**src/rtl/frame_out_pkg.sv**
```systemverilog
// Shared types and helpers for the frame output buffer.
package frame_out_pkg;

   typedef enum logic [1:0] {IDLE, RUN, DRAIN, DONE} state_e;

   localparam int DEF_IMG_W = 256;
   localparam int DEF_IMG_H = 256;
   localparam int FRAME_PIX = DEF_IMG_W * DEF_IMG_H;

   function automatic int clog2(input int v);
      int r;
      r = 0;
      while ((1 << r) < v) r = r + 1;
      return r;
   endfunction

endpackage

```
**src/rtl/stream_fifo.sv**
```systemverilog
// Small circular FIFO with combinational head read; caller never pushes when full or pops when empty.
module stream_fifo
   import frame_out_pkg::*;
#(
   parameter int DATA_W = 8,
   parameter int DEPTH  = 4
) (
   input  logic              clk,
   input  logic              reset,
   input  logic              push,
   input  logic [DATA_W-1:0] din,
   output logic              full,
   input  logic              pop,
   output logic [DATA_W-1:0] dout,
   output logic              empty
);

   localparam int PTR_W = clog2(DEPTH);
   localparam int CNT_W = PTR_W + 1;

   logic [DATA_W-1:0] mem_q [DEPTH];
   logic [PTR_W-1:0]  wr_ptr_q, wr_ptr_d, rd_ptr_q, rd_ptr_d;
   logic [CNT_W-1:0]  count_q, count_d;

   always_comb begin
      wr_ptr_d = wr_ptr_q + PTR_W'(push);
      rd_ptr_d = rd_ptr_q + PTR_W'(pop);
      count_d  = count_q + CNT_W'(push) - CNT_W'(pop);
   end

   always_ff @(posedge clk) begin
      if (reset) begin
         wr_ptr_q <= '0;
         rd_ptr_q <= '0;
         count_q  <= '0;
      end else begin
         wr_ptr_q <= wr_ptr_d;
         rd_ptr_q <= rd_ptr_d;
         count_q  <= count_d;
      end
   end

   // Storage needs no reset: contents are only visible while count is nonzero.
   always_ff @(posedge clk) begin
      if (push) mem_q[wr_ptr_q] <= din;
   end

   assign full  = (count_q == CNT_W'(DEPTH));
   assign empty = (count_q == '0);
   assign dout  = mem_q[rd_ptr_q];

endmodule

```
**src/rtl/frame_out_buffer.sv**
```systemverilog
// Output stream stage: buffers datapath pixels, tags end-of-line/frame and signals frame completion.
module frame_out_buffer
   import frame_out_pkg::*;
#(
   parameter int DATA_W = 8,
   parameter int IMG_W  = DEF_IMG_W,
   parameter int IMG_H  = DEF_IMG_H,
   parameter int DEPTH  = 4
) (
   input  logic              clk,
   input  logic              reset,
   input  logic              start_in,
   input  logic [DATA_W-1:0] data_in,
   input  logic              in_valid,
   output logic              in_ready,
   output logic [DATA_W-1:0] data_out,
   output logic              out_valid,
   input  logic              out_ready,
   output logic              eol_out,
   output logic              eof_out,
   output logic              stop_out
);

   localparam int TOT   = IMG_W * IMG_H;
   localparam int CNT_W = clog2(TOT + 1);
   localparam int COL_W = (IMG_W > 1) ? clog2(IMG_W) : 1;
   localparam int ROW_W = (IMG_H > 1) ? clog2(IMG_H) : 1;

   state_e            state_q, state_d;
   logic [CNT_W-1:0]  in_cnt_q, in_cnt_d;
   logic [COL_W-1:0]  col_q, col_d;
   logic [ROW_W-1:0]  row_q, row_d;
   logic              stop_q, stop_d;
   logic              fifo_full, fifo_empty, push, pop, last_col, last_row;

   // in_ready looks only at registered state, so there is no path from out_ready.
   assign in_ready  = (state_q == RUN) && !fifo_full && (in_cnt_q < CNT_W'(TOT));
   assign push      = in_valid && in_ready;
   assign out_valid = !fifo_empty;
   assign pop       = out_valid && out_ready;
   assign last_col  = (col_q == COL_W'(IMG_W - 1));
   assign last_row  = (row_q == ROW_W'(IMG_H - 1));
   assign eol_out   = out_valid && last_col;
   assign eof_out   = eol_out && last_row;
   assign stop_out  = stop_q;

   stream_fifo #(.DATA_W(DATA_W), .DEPTH(DEPTH)) u_fifo (
      .clk   (clk),
      .reset (reset),
      .push  (push),
      .din   (data_in),
      .full  (fifo_full),
      .pop   (pop),
      .dout  (data_out),
      .empty (fifo_empty)
   );

   always_comb begin
      state_d  = state_q;
      in_cnt_d = in_cnt_q;
      col_d    = col_q;
      row_d    = row_q;
      stop_d   = stop_q;
      if (push) in_cnt_d = in_cnt_q + CNT_W'(1);
      if (pop) begin
         if (last_col) begin
            col_d = '0;
            row_d = last_row ? '0 : row_q + ROW_W'(1);
         end else begin
            col_d = col_q + COL_W'(1);
         end
      end
      case (state_q)
         IDLE, DONE: begin
            if (start_in) begin
               state_d  = RUN;
               in_cnt_d = '0;
               col_d    = '0;
               row_d    = '0;
               stop_d   = 1'b0;
            end
         end
         RUN: begin
            if (push && in_cnt_q == CNT_W'(TOT - 1)) state_d = DRAIN;
         end
         DRAIN: begin
            if (pop && eof_out) begin
               state_d = DONE;
               stop_d  = 1'b1;
            end
         end
         default: state_d = IDLE;
      endcase
   end

   always_ff @(posedge clk) begin
      if (reset) begin
         state_q  <= IDLE;
         in_cnt_q <= '0;
         col_q    <= '0;
         row_q    <= '0;
         stop_q   <= 1'b0;
      end else begin
         state_q  <= state_d;
         in_cnt_q <= in_cnt_d;
         col_q    <= col_d;
         row_q    <= row_d;
         stop_q   <= stop_d;
      end
   end

endmodule

```
**config.mk**
```make
export PLATFORM = sky130hd
export DESIGN_NAME = frame_out_buffer
export DESIGN_NICKNAME = d
export VERILOG_FILES = /design/src/rtl/frame_out_pkg.sv /design/src/rtl/stream_fifo.sv /design/src/rtl/frame_out_buffer.sv
export SDC_FILE = /design/constraint.sdc
export NUM_CORES = 1
export LEC_CHECK = 0
export BUFFER_PORTS_ARGS = -buffer_cell sky130_fd_sc_hd__buf_4
export CORE_MARGIN = 1.5
export CORE_UTILIZATION = 59
export CTS_CLUSTER_DIAMETER = 150
export DETAILED_ROUTE_END_ITERATION = 16
export GPL_ROUTABILITY_DRIVEN = 0
export GPL_TIMING_DRIVEN = 0
export PLACE_DENSITY = 0.79
export SLEW_MARGIN = 20
export SYNTH_ARGS = -nofsm -noshare
export SYNTH_HDL_FRONTEND = slang
export SYNTH_HIERARCHICAL = 1
export SYNTH_SLANG_ARGS = --single-unit
```
**constraint.sdc**
```tcl
create_clock -name clk -period 2.85 [get_ports clk]
set_input_delay 0.4275 -clock clk [delete_from_list [all_inputs] [get_ports clk]]
set_output_delay 0.4275 -clock clk [all_outputs]
set_load 0.02 [all_outputs]
```
After elaboration in Yosys (flattened, before gate mapping)
Memory sizes are Yosys's and may differ from the RTL's. A register that Yosys moved wholly into a read port is not among the register bits. Cells that the tools add are included.

ROM bits: 0. Output and inout port bits: 13. Memory bits (writable): 32. Latch bits: 0. Bits in registers: 43. Memories: 1.

Memories: u_fifo.mem_q (words 4, bits a word 8, read ports 1, clocked after Yosys merged registers in 1, wr ports 1, line stream_fifo.sv:21) `logic [DATA_W-1:0] mem_q [DEPTH];`.

Reductions and logical operators: 16. Divide/modulo/power cells: 0. Equality and inequality tests: 10. Add/subtract/negate cells: 7. Muxes and demuxes: 22. Shift operators: 0. $mul: 0. $lt $le $gt $ge: 1. Bitwise operators: 0.

Operator list (count): $mux 8 (9); $mux 17 (3); $add 17x1->17 const B (1); $eq 17x16->1 const B (1); $lt 17x17->1 const B (1); $add 8x1->8 const B (2); $eq 8x8->1 const B (2); $logic_and 1x1->1 (8); $mux 2 (4); $pmux 2 s3 (1); $reduce_and 3->1 (2); $add 2x1->2 (2); $eq 2x2->1 const B (2); $mux 1 (4); $ne 2x2->1 const B (2); $add 3x1->3 (1); $eq 3x3->1 const B (1); $logic_not 3->1 (1); $sub 3x1->3 (1); $eq 2x1->1 const B (1); $logic_not 1->1 (2); $logic_not 2->1 (1); $ne 2x1->1 const B (1); $pmux 1 s2 (1); 2 further kinds (2).

Longest topological paths before layout
Gate-level depths: netlist of the first run.

Depth in word-level cells: 8. Depth in mapped cells: 9. Mapped depth without buffers: 8.

Cells and area by module
The synthesis of the first run kept the hierarchy.

By module, submodules not included: frame_out_buffer (times used 1, area an instance 1873.0 sq um, cells each 216); stream_fifo (times used 1, area an instance 1501.4 sq um, cells each 75).

Worst setup path before layout of the first run
Ideal clock, no wire load.

Kind: reg-to-reg. Start: register u_fifo.count_q[1]. End: memory u_fifo.mem_q[0][0] (enable). Data arrival time: 1866 ps. Path slack: 599 ps. Cell stages (with the launch flop): 6. Path through: dfxtp_1 inv_1 and3_1 and4bb_2 buf_2 nor3b_1.

Cells in the longest elaborated chain, start to end: 7.

RTL lines: start, declared (line stream_fifo.sv:23) `logic [CNT_W-1:0] count_q, count_d;`; start signal, assigned (line stream_fifo.sv:39) `count_q <= count_d;`; $eq 3x3->1 (line stream_fifo.sv:48) `assign full = (count_q == CNT_W'(DEPTH));`; via fifo_full (line frame_out_buffer.sv:34) `logic fifo_full, fifo_empty, push, pop, last_col, last_row;`; $logic_not 1->1 (line frame_out_buffer.sv:37) `assign in_ready = (state_q == RUN) && !fifo_full && (in_cnt_q < CNT_W'(TOT));`; $logic_and 1x1->1 (2 in a row) (line frame_out_buffer.sv:37); $logic_and 1x1->1 (line frame_out_buffer.sv:38) `assign push = in_valid && in_ready;`; via push (line frame_out_buffer.sv:34); $mux 1 (line stream_fifo.sv:45) `if (push) mem_q[wr_ptr_q] <= din;`; $mux 1 (implied by the code) (line stream_fifo.sv:45); end, declared (line stream_fifo.sv:21).

The timed path passes the listed nets, and every way through them passes these cells.

Worst setup path in the final report of the first run
Start: register u_fifo.count_q[1]. End: memory u_fifo.mem_q[2][6] (enable).

Same word-level chain as after synthesis.

==> metrics.md, run 1 <==
| Metric | Value |
|---|---|
| Crit Path Max Fanout | `15` |
| Synthesized instance count | `between 200 and 300` |
| Via count | `2304` |
| Leading area contributor after synthesis | `edfxtp_1` |
| Layout cell share with drive strength beyond 1 | `20.2%` |
| Vias in the first global route | `around 2100` |
| Fmax | `around 420 MHz` |
| Setup TNS | `0 ns` |
| Starting Density | `61.3%` |
| Die Wd | `78.6 um` |
| Most frequent cell after synthesis | `dfxtp_1` |
| Post-Syn Area | `0.00337 mm2` |
| Crit-path cells | `inv_1, and3_1, and4bb_2, buf_2, nand2_1, nor2_1` |
| Nets | `between 300 and 400` |
| Setup WS pre-CTS | `0.493 ns` |
| 1st-iter DRT viols | `166` |
| Hold Crit Class | `primary input to flop` |
| Clock Latency Late Sink | `0.34 ns` |
| Maximum VDD drop | `0.430 mV` |
| Num CTS Buffers | `9` |
| Worst Hold Path Cells | `1` |
| Crit path launch type | `flop` |
| Row count | `27` |
| Relative slew slack | `43.3%` |
| Delay of the slowest critical-path stage | `0.65 ns` |
| Number of synthesized flops with an enable pin | `32` |
| Synthesized flop and latch total | `75` |
| Synth Area per Inst | `11.6 um2` |
| Detailed placer's ending HPWL | `4.10 mm` |
| Antenna cells | `0` |
| Worst Skew | `0.00448 ns` |
| Yosys warnings | `6` |
| Slowest-stage cell, CP | `nor2_1` |
| Worst Hold Path EP | `u_fifo/mem_q[1][3]` |
| Worst r2r src | `u_fifo/count_q[1]` |
| Asr flop ratio synth | `0%` |
| Power, Total | `2.76 mW` |
| Min Hold Slack | `roughly 0.28 ns` |
| Post-synthesis sequential area ratio | `between 50% and 60%` |
| Post_cts resized | `0` |
| Status | `complete, no violations` |
| Arr. time, crit path | `2.38 ns` |
| PD cells | `a little over 700 mW/mm2` |
| Slew of the pin with the lowest slew margin | `0.847 ns` |
| Main flop type after synthesis | `dfxtp_1` |
| Reg2reg path depth | `6` |
| GRT Util Overall | `21.1%` |
| Ranking of synthesized cells by area | `edfxtp_1, dfxtp_1, mux4_2` |
| Cts-stage hold buffer count | `0` |
| Initial antenna violation count | `0` |
| Synth cell count leaders | `dfxtp_1, edfxtp_1, a21oi_1, nor2_1` |
| RSZ-0062 raised after global routing | `false` |
| Worst setup margin | `0.444 ns` |
| Synth top area share | `between 20% and 30%` |
| Cell count along the critical path | `6` |
| Final hold vios | `0` |
| P_leak | `1.40 nW` |
| Final Setup Violations | `0` |
| Crit path time final | `2.41 ns` |
| Maximum clock path buffer count | `2` |
| # Post-CTS Setup Buffers | `0` |
| I/O Buffers | `25` |
| Fillers | `420` |
| Core area | `0.00551 mm2` |
| WL final | `5.96 mm` |
| Clock Tree Root | `clkbuf_8` |
| Residual DRC | `0` |
| Max cap viols | `0` |
| H-Tree Depth | `3` |
| # IOs | `26` |
| Synthesized Nets | `315` |
| R2R Path End | `u_fifo/mem_q[2][6]` |
| Antenna-violating nets left | `0` |
| Vias per cell | `between 5 and 6` |
| Wirelength per Cell | `14.7 um` |
| FF+latch area | `0.00182 mm2` |
| Iteration count of the initial detailed-routing pass | `4` |
| Die height | `78.6 um` |
| Tcrit/Tclk final | `84.4%` |
| FF-to-FF setup slack | `0.44 ns` |
| Setup Crit Path Kind | `flop to flop` |
| Grt ovf | `0` |
| Crit end category | `flop` |
| CP delay by family, top | `simple AND/OR/NAND/NOR gates` |
| Worst-path clk slew | `~0.08 ns` |
| CTS tree | `yes` |
| Multi-input gate area | `0.00144 mm2` |
| First-pass GRT wire length | `9.82 mm` |
| Min-delay src | `data_in[3]` |
| Die area | `~0.0062 mm2` |
| Largest net degree at the start of global routing | `16` |
| Clock Sinks | `75` |
| Buf/Inv on CP | `2` |
| Required time of the critical path | `~2.8 ns` |
| Count of pins over their slew limit | `0` |
| Area Growth Syn to Fin | `13.4%` |
| Synth unique cells | `51` |
| Fin util | `69.5%` |
[layout by cell type, fill, tap and decap left out, types with 6 or more instances in the layout]
master    count
nand2_1      15
o21ai_0      12
nor2_1       19
or3_1        10
nand4_1       8
a21oi_1      19
clkbuf_8      9
mux4_2        8
buf_4        27
ha_1         10
edfxtp_1     32
xnor2_1       6
nor3_1        8
xor2_1        9
dfxtp_1      43
inv_1        15
and2_1        7
nand3_1      11
[report_power, final]
part	switching (mW)	internal [mW]	leakage [nW]
clock network	0.387	0.316	0.0803
logic	0.434	0.367	0.687
registers	0.0458	1.21	0.637
total	0.867	1.89	1.40
[final cells by class]
class / count / share of cell area [%]
Tap cell: 72 / 2.35
Clock buffer: 10 / 3.34
Multi-Input combinational cell: 191 / 37.5
Timing Repair Buffer: 25 / 4.91
Buffer: 10 / 1.73
Clock inverter: 6 / 1.08
Sequential cell: 75 / 47.6
Inverter: 15 / 1.47
[how the worst max path moves through the flow]
stage,start,endpoint,slack [ns]
after floorplan,u_fifo/count_q[1],u_fifo/mem_q[0][0],0.60
after global placement,u_fifo/count_q[1],u_fifo/mem_q[0][6],0.11
after detailed placement,u_fifo/count_q[1],u_fifo/mem_q[2][6],0.49
after CTS,u_fifo/count_q[1],u_fifo/mem_q[2][6],0.47
after global routing,u_fifo/count_q[1],u_fifo/mem_q[2][3],0.34
final,u_fifo/count_q[1],u_fifo/mem_q[2][6],0.44
[per-stage QoR]
step,instance area [um2],instances
after floorplan,3370,291
after detailed placement,3660,388
after global placement,3650,388
after CTS,3830,404
final,3830,404
after global routing,3830,404
[flip-flops by register name, indices dropped and copies added, names as in the netlist]
register	cells
in_cnt_q	17
stop_out	1
u_fifo/wr_ptr_q	2
state_q	2
row_q	8
col_q	8
u_fifo/rd_ptr_q	2
u_fifo/mem_q	32
u_fifo/count_q	3
[cells by family after synthesis]
kind of cell               share of synthesized area, %
xor gates and xnor gates                           4.60
muxes                                              6.23
adders and majority gates                          4.30
AOI/OAI and AO/OA                                  7.64
DFF                                                54.0
and+or+nand+nor                                    19.6
buffers and inverters                              3.63
[routing by layer]
| metal | vias to the layer above | global-route usage (%) | wire length, um |
|---|---|---|---|
| met2 | 41 | 32.2 | 2840 |
| met5 | - | 0 | 0 |
| met3 | 6 | 5.12 | 231 |
| met4 | 0 | 9.64 | 68 |
| li1 | 1139 | - | - |
| met1 | 1118 | 28.4 | 2810 |
Power figures use the tool's default switching activity.
==> run 2: changes to the inputs <==
--- a/config.mk
+++ b/config.mk
@@ -7,12 +7,12 @@
 export LEC_CHECK = 0
 export BUFFER_PORTS_ARGS = -buffer_cell sky130_fd_sc_hd__buf_4
 export CORE_MARGIN = 1.5
-export CORE_UTILIZATION = 59
+export CORE_UTILIZATION = 53
 export CTS_CLUSTER_DIAMETER = 150
 export DETAILED_ROUTE_END_ITERATION = 16
 export GPL_ROUTABILITY_DRIVEN = 0
 export GPL_TIMING_DRIVEN = 0
-export PLACE_DENSITY = 0.79
+export PLACE_DENSITY = 0.75
 export SLEW_MARGIN = 20
 export SYNTH_ARGS = -nofsm -noshare
 export SYNTH_HDL_FRONTEND = slang
==> constraint.sdc (replaced) <==
create_clock -name clk -period 2.2 [get_ports clk]
set_input_delay 0.33 -clock clk [delete_from_list [all_inputs] [get_ports clk]]
set_output_delay 0.33 -clock clk [all_outputs]
set_load 0.02 [all_outputs]
==> metrics.md, run 2 (synthesis results as in run 1) <==
| Metric | Value |
|---|---|
| Status | `complete, no violations` |
| Most common cell after layout, fill and taps aside | `dfxtp_1` |
| Crit-path cells | `nor3_2, nor2b_1, buf_2, ha_1, inv_1, ha_1, fa_1, xor3_1, nor2_1` |
| Arr. time, crit path | `2.34 ns` |
| Worst Skew | `0.00938 ns` |
| Count of pins over their slew limit | `0` |
| Setup TNS | `0 ns` |
| Grt ovf | `0` |
| Clock Tree Root | `clkbuf_8` |
| Initial antenna violation count | `0` |
| Power, Total | `just under 4 mW` |
| # IOs | `26` |
| Die area | `0.00686 mm2` |
| Required time of the critical path | `2.44 ns` |
| Maximum VDD drop | `0.615 mV` |
| Core area | `0.00603 mm2` |
| Cell count along the critical path | `9` |
| Detailed placer's ending HPWL | `4.39 mm` |
| Layout cell share with drive strength beyond 1 | `roughly a fifth` |
| CTS tree | `yes` |
| Maximum clock path buffer count | `2` |
| I/O Buffers | `25` |
| Reg2reg path depth | `9` |
| Vias per cell | `5.66` |
| Starting Density | `56.0%` |
| 1st-iter DRT viols | `approximately 110` |
| PD cells | `987 mW/mm2` |
| Nets | `351` |
| Wirelength per Cell | `15.3 um` |
| Final Setup Violations | `0` |
| Max cap viols | `0` |
| CP delay by family, top | `adder cells` |
| Largest register by flop count | `u_fifo/mem_q` |
| Setup Crit Path Kind | `flop to flop` |
| Worst setup margin | `just under 0.1 ns` |
| Vias in the first global route | `around 2300` |
| P_leak | `roughly 1.4 nW` |
| Most frequent cells in the layout | `dfxtp_1, edfxtp_1, buf_4, a21oi_1, nor2_1` |
| Cts-stage hold buffer count | `0` |
| Delay of the slowest critical-path stage | `0.37 ns` |
| Crit end category | `flop` |
| Antenna cells | `0` |
| Worst-path clk slew | `0.09 ns` |
| WL final | `roughly 6.2 mm` |
| Buf/Inv on CP | `2` |
| Tcrit/Tclk final | `95.6%` |
| H-Tree Depth | `3` |
| Largest registers | `u_fifo/mem_q: 32 flops, in_cnt_q: 17 flops` |
| First-pass GRT wire length | `10.2 mm` |
| Slowest-stage cell, CP | `fa_1` |
| Hold Crit Class | `primary input to flop` |
| Fmax | `between 400 and 500 MHz` |
| Residual DRC | `0` |
| Slew of the pin with the lowest slew margin | `0.540 ns` |
| Die Wd | `82.8 um` |
| Min Hold Slack | `0.184 ns` |
| Num CTS Buffers | `9` |
| Largest net degree at the start of global routing | `16` |
| Crit path time final | `between 2 and 2.5 ns` |
| RSZ-0062 raised after global routing | `false` |
| Clock Sinks | `75` |
| Iteration count of the initial detailed-routing pass | `4` |
| Clock Latency Late Sink | `0.35 ns` |
| Die height | `82.8 um` |
| GRT Util Overall | `20.4%` |
| Crit Path Max Fanout | `9` |
| Via count | `2305` |
| Area Growth Syn to Fin | `15.8%` |
| Row count | `28` |
| Relative slew slack | `64.0%` |
| Worst path most repeated cell | `ha_1` |
| Antenna-violating nets left | `0` |
| Crit path launch type | `flop` |
| Setup WS pre-CTS | `-0.146 ns` |
| Final hold vios | `0` |
| Worst Hold Path Cells | `1` |
| Max reg flops | `32` |
-- run 2: changes by cell type in the layout (fill, tap and decap cells not counted), sizes merged --
cell	previous run	this run
bufinv	0	2
clkinv	3	2
clkbuf	12	11
-- run 2: power breakdown --
group          total, mW  leakage, nW  switching (mW)  internal (mW)
clock               1.16        0.106           0.516          0.645
combinational       1.06        0.687           0.567          0.491
sequential          1.64        0.637          0.0707           1.57
total               3.86         1.43            1.15           2.70
-- run 2: layer usage --
layer / track usage (%) / part of all wire (%) / vias up
li1: - / - / 1144
met1: 25.2 / 44 / 1100
met2: 34.1 / 49 / 51
met3: 6.12 / 4.7 / 10
met4: 6.83 / 1.6 / 0
met5: 0 / 0 / -
-- run 2: stage by stage --
stage	area, um2	util (%)	instances
finish	3910	64.8	407
global route	3910	64.8	407
CTS	3900	64.8	407
detailed placement	3660	60.8	391
global placement	3660	60.8	391
floorplan	3380	-	291
-- run 2: what timing repair did --
item	in CTS	in global routing
gates resized for setup	4	1
buffers inserted	0	0
pin swaps	0	0
endpoints found under the setup margin	17	22
-- run 2: final timing paths --
check	from	to	slack (ns)
worst min register to register	row_q[1]	row_q[1]	0.48
worst min-delay path	data_in[4]	u_fifo/mem_q[3][4]	0.18
worst max register to register	u_fifo/count_q[1]	u_fifo/count_q[2]	0.1
worst max-delay path	u_fifo/count_q[1]	u_fifo/count_q[2]	0.1
-- run 2: final cells by class --
type	instances	area, um2
sequential	75	1820
inverter	15	56.3
tap	75	93.8
timing repair buffer	25	188
clock inverter	7	101
fill	461	2120
buffer	10	72.6
multi-input combinational	191	1450
clock buffer	9	124
